File: config.mk
export PLATFORM = sky130hd
export DESIGN_NAME = uart_pad_port
export DESIGN_NICKNAME = d
export VERILOG_FILES = /design/src/rtl/uart_pad_port.sv
export SDC_FILE = /design/constraint.sdc
export NUM_CORES = 1
export LEC_CHECK = 0
export BUFFER_PORTS_ARGS = -buffer_cell sky130_fd_sc_hd__buf_2
export CORE_AREA = 2 2 40 42
export CTS_CLUSTER_SIZE = 12
export DETAILED_ROUTE_END_ITERATION = 6
export DIE_AREA = 0 0 42 44
export PLACE_DENSITY = 0.68
export SLEW_MARGIN = 25
export SYNTH_ARGS = -nofsm -noshare
export SYNTH_HDL_FRONTEND = slang
export SYNTH_SLANG_ARGS = --single-unit
export TNS_END_PERCENT = 1
File: constraint.sdc
create_clock -name clock -period 1.2 [get_ports clock]
set_input_delay 0.12 -clock clock [delete_from_list [all_inputs] [get_ports clock]]
set_output_delay 0.12 -clock clock [all_outputs]
set_load 0.1 [all_outputs]
File: src/rtl/uart_pad_port.sv
// uart_pad_port: per-channel UART pad adapter; rxd synchroniser, glitch filter, break detector, txd pad drive.
// Latency: rxd pin to io_uart_rxd is SYNC_STAGES+FILT_CYC edges; loopback and txd pad paths are combinational.
// Backpressure: none; every channel conditions its pins every cycle with no handshake.
module uart_pad_port #(
   parameter int N_CH        = 1,
   parameter int SYNC_STAGES = 2,
   parameter int FILT_CYC    = 3,
   parameter int BREAK_CYC   = 16,
   parameter int RX_PUE      = 1,
   parameter int TX_DS       = 0
) (
   input  logic            clock,
   input  logic            reset,
   input  logic [N_CH-1:0] io_uart_txd,
   output logic [N_CH-1:0] io_uart_rxd,
   input  logic [N_CH-1:0] io_ctrl_loopback,
   input  logic [N_CH-1:0] io_ctrl_tx_en,
   input  logic [N_CH-1:0] io_break_clr,
   output logic [N_CH-1:0] io_break,
   input  logic [N_CH-1:0] io_pins_rxd_i_ival,
   output logic [N_CH-1:0] io_pins_rxd_o_oval,
   output logic [N_CH-1:0] io_pins_rxd_o_oe,
   output logic [N_CH-1:0] io_pins_rxd_o_ie,
   output logic [N_CH-1:0] io_pins_rxd_o_pue,
   output logic [N_CH-1:0] io_pins_rxd_o_ds,
   input  logic [N_CH-1:0] io_pins_txd_i_ival,
   output logic [N_CH-1:0] io_pins_txd_o_oval,
   output logic [N_CH-1:0] io_pins_txd_o_oe,
   output logic [N_CH-1:0] io_pins_txd_o_ie,
   output logic [N_CH-1:0] io_pins_txd_o_pue,
   output logic [N_CH-1:0] io_pins_txd_o_ds
);

   localparam int FW = $clog2(FILT_CYC + 1);
   localparam int BW = $clog2(BREAK_CYC + 1);
   localparam logic [FW-1:0] FC_LAST = FW'(FILT_CYC - 1);
   localparam logic [BW-1:0] BC_MAX  = BW'(BREAK_CYC);
   localparam logic [BW-1:0] BC_PRE  = BW'(BREAK_CYC - 1);

   // The txd pad input is never looked at; tie it off so it is visibly intentional.
   logic unused_txd_ival;
   assign unused_txd_ival = &{1'b0, io_pins_txd_i_ival};

   // rxd pad is a pure input with a configurable pull-up.
   assign io_pins_rxd_o_oval = '0;
   assign io_pins_rxd_o_oe   = '0;
   assign io_pins_rxd_o_ie   = '1;
   assign io_pins_rxd_o_pue  = {N_CH{(RX_PUE != 0)}};
   assign io_pins_rxd_o_ds   = '0;

   // txd pad is output-only; enable comes straight from the core.
   assign io_pins_txd_o_oe   = io_ctrl_tx_en;
   assign io_pins_txd_o_ie   = '0;
   assign io_pins_txd_o_pue  = '0;
   assign io_pins_txd_o_ds   = {N_CH{(TX_DS != 0)}};

   for (genvar i = 0; i < N_CH; i++) begin : g_ch
      logic [SYNC_STAGES-1:0] sync_q;
      logic                   s;
      logic                   f_q, f_d;
      logic [FW-1:0]          fc_q, fc_d;
      logic [BW-1:0]          bc_q, bc_d;
      logic                   brk_q, brk_d;

      // Idle line is high, so the synchroniser and filter come out of reset at 1.
      assign s = sync_q[SYNC_STAGES-1];

      // Filter accepts a new level only after it disagrees for FILT_CYC edges;
      // break counter runs off the filtered pad level regardless of loopback.
      always_comb begin
         f_d   = f_q;
         fc_d  = fc_q;
         bc_d  = bc_q;
         brk_d = brk_q;

         if (s == f_q) begin
            fc_d = '0;
         end else if (fc_q == FC_LAST) begin
            f_d  = s;
            fc_d = '0;
         end else begin
            fc_d = fc_q + FW'(1);
         end

         if (f_q) begin
            bc_d = '0;
         end else if (bc_q < BC_MAX) begin
            bc_d = bc_q + BW'(1);
         end

         // Set only on the single BREAK_CYC-1 -> BREAK_CYC step, so a cleared
         // flag cannot reassert while the counter sits saturated; set beats clear.
         if (!f_q && (bc_q == BC_PRE)) begin
            brk_d = 1'b1;
         end else if (io_break_clr[i]) begin
            brk_d = 1'b0;
         end
      end

      // Channel state registers with asynchronous reset to the idle-line values.
      always_ff @(posedge clock or posedge reset) begin
         if (reset) begin
            sync_q <= '1;
            f_q    <= 1'b1;
            fc_q   <= '0;
            bc_q   <= '0;
            brk_q  <= 1'b0;
         end else begin
            sync_q <= {sync_q[SYNC_STAGES-2:0], io_pins_rxd_i_ival[i]};
            f_q    <= f_d;
            fc_q   <= fc_d;
            bc_q   <= bc_d;
            brk_q  <= brk_d;
         end
      end

      assign io_uart_rxd[i]        = io_ctrl_loopback[i] ? io_uart_txd[i] : f_q;
      assign io_break[i]           = brk_q;
      // Pad idles high (UART mark) whenever it is not carrying core data.
      assign io_pins_txd_o_oval[i] = (io_ctrl_tx_en[i] & ~io_ctrl_loopback[i]) ? io_uart_txd[i] : 1'b1;
   end

endmodule

==> summary.md <==
| Metric | Value |
|---|---|
| DRC | `0` |
| Core area | `0.00142 mm²` |
| Reg2Reg Depth | `4` |
| Hold Crit Depth | `2` |
| Power, Total | `0.00143 W` |
| Die W | `42 µm` |
| H-tree lvl count | `1` |
| I/O pin count | `20` |
| Initial cell density of the core | `38.3%` |
| DR vias/cell | `4.21` |
| Largest net degree at the start of global routing | `12` |
| Leakage | `0.332 nW` |
| Root buffer cell | `clkbuf_4` |
| DPL Wire Length | `591 µm` |
| Top cells by area, synth | `dfrtp_1 (37%), dfstp_2 (15%), buf_4 (14%)` |
| Crit path max fanout | `2` |
| Kind of cell adding the most delay to the critical path | `flip-flops` |
| Critical setup path kind | `reg2out` |
| Cell Pwr Density | `2170 mW/mm²` |
| Worst IR drop on VDD | `0.000828 V` |
| Port Buffers | `10` |
| Clock skew | `2.61 ps` |
| Crit-path max cell delay | `530 ps` |
| CP Data Arrival Time | `1110 ps` |
| Clk slew on worst S/H paths | `70 ps` |
| Antenna violations before repair | `0` |
| Layout Nets | `77` |
| Share of layout cells above drive strength 1 | `34.8%` |
| Pre-antenna DRT Iters | `1` |
| First-pass GRT wire length | `1260 µm` |
| PnR worst setup slack | `-25.0 ps` |
| Synth Cell Area | `543 µm²` |
| Routed length per instance | `9.66 µm` |
| CTS buffer count | `3` |
| Final Hold Violating Endpoints | `0` |
| Crit path capture type | `output port` |
| Post-synthesis sequential area ratio | `51.4%` |
| Synthesized area per cell | `10.9 µm²` |
| Site Rows | `14` |
| Cell taking the most area after synthesis | `dfrtp_1` |
| Crit-path cells | `mux2_4 -> buf_12` |
| CTS tree | `built` |
| Diodes inserted | `0` |
| Final WL | `792 µm` |
| Period utilization | `102%` |
| DRT iter0 DRCs | `0` |
| Min cycle time layout | `1230 ps` |
| Routability cong. | `0.649` |
| Post-Syn Instances | `50` |
| Via count | `345` |
| Final setup vio count | `1` |
| Worst skew pair latency | `260 ps` |
| Vias in the first global route | `316` |
| Die area | `0.00185 mm²` |
| Yosys top cell area share | `36.9%` |
| DIE HEIGHT | `44 µm` |
| Clock sink count | `11` |
| Reg2Reg Setup Slack | `20 ps` |
| Post-synthesis register bit count | `11` |
| Final Slew Violations | `0` |
| Yosys warning count | `0` |
| Data required, critical path | `1080 ps` |
| Maxcap violations | `0` |
| WP depth | `2` |
| Final setup TNS | `-25.0 ps` |
| Remaining antenna violation count | `0` |
| Worst Hold Class | `in2reg` |
| Grt ovf | `0` |
| Crit start category | `flop` |
| Status | `finished, violations left` |
| Fillers | `128` |
| Slowest CP cell | `dfstp_2` |
| Synthesis-to-finish area growth | `21.2%` |
| Tot GR Track Use | `9.54%` |
| Unrepaired setup endpoints after global routing | `yes` |
| Buf/Inv on CP | `1` |
| Clk buf depth | `2` |
| Synth cell types | `19` |
| Fmax achieved | `816 MHz` |
| Failing checks | `negative setup slack` |
[layout by cell type (no fill, tap or decap), drive strengths merged]
cell type    instances
nor2                 5
and3                 1
ha                   2
a21oi                1
dfstp                3
nor3                 1
clkbuf               4
o22ai                1
mux2                 2
dfrtp                8
buf                 14
nand4b               1
xor2                 2
nor3b                1
dlygate4sd3          2
mux2i                1
nor2b                2
conb                 8
nand2                1
inv                  4
xnor2                2
[what timing repair did]
item                                    in CTS  in global routing
resized for setup                            1                  0
endpoints found under the hold margin        9                  0
endpoints found under the setup margin       2                  2
buffers inserted                             1                  0
hold buffers                                 2                  0
pin swaps                                    1                  0
[report_power, final]
group          total [W]  internal (W)  switching (W)
registers       0.000555      0.000486      0.0000691
logic           0.000635      0.000259       0.000376
clock network   0.000240      0.000128       0.000112
total            0.00143      0.000873       0.000557
[layer usage]
layer | wire, µm | up-vias | global-route usage [%]
li1 | - | 173 | -
met1 | 317 | 161 | 9.95
met2 | 428 | 11 | 16.3
met3 | 46 | 0 | 5.00
met4 | 0 | 0 | 3.87
met5 | 0 | - | 0
[cell families (layout without fill, tap and decap cells)]
logic type,Yosys count,in the layout,synth area share [%]
compound gates,2,2,2.07
fa+ha+maj,2,2,4.61
flops,11,11,51.4
other cells,2,8,1.38
xor+xnor,4,4,6.45
buf+inv,14,24,16.6
simple gates,12,12,11.5
mux,3,3,5.99
[metrics by stage]
step	instances	hold slack [ps]	util [%]	cell area, µm²	setup WS, ps
6_report	82	41.4	46.4	658	-25.0
5_1_grt	82	31.6	46.4	658	-73.6
4_1_cts	82	31.9	46.4	658	-38.6
3_5_place_dp	75	136	42.4	602	-27.0
3_3_place_gp	75	122	42.4	602	-8.22
2_1_floorplan	56	-29.7	-	569	-6.68
[state kept, by name, summed over array words and instances, names as in the netlist]
register / cells
g_ch.f_q: 1
g_ch.sync_q: 2
g_ch.bc_q: 5
g_ch.fc_q: 2
io_break: 1
[cell type report]
type	instances	area, µm²	share of cell area (%)
inverters	4	15.0	2.28
flip-flops and latches	11	279	42.4
multi-input cells	31	203	30.8
clock buffers	4	26.3	3.99
well taps	16	20.0	3.04
repair buffers	16	115	17.5
[cells in the mapped netlist]
library cell  count
a21oi_1           1
and3_1            1
buf_4            10
conb_1            2
dfrtp_1           8
dfstp_2           3
ha_1              2
inv_1             4
mux2_2            2
mux2i_1           1
nand2_1           1
nand4b_1          1
nor2_1            5
nor2b_1           2
nor3_1            1
nor3b_1           1
o22ai_1           1
xnor2_1           2
xor2_1            2
[final timing paths]
path | startpoint | to
max | g_ch[0].f_q$_DFFE_PP1P_ | io_uart_rxd
min | io_break_clr | io_break$_DFFE_PP0P_
max reg2reg | g_ch[0].bc_q[0]$_DFFE_PP0P_ | g_ch[0].bc_q[4]$_DFFE_PP0P_
min reg2reg | g_ch[0].sync_q[0]$_DFF_PP1_ | g_ch[0].sync_q[1]$_DFF_PP1_
max in group asynchronous | reset | g_ch[0].sync_q[1]$_DFF_PP1_
min in group asynchronous | reset | g_ch[0].bc_q[2]$_DFFE_PP0P_
No activity file was read; power rests on OpenSTA's default activity.
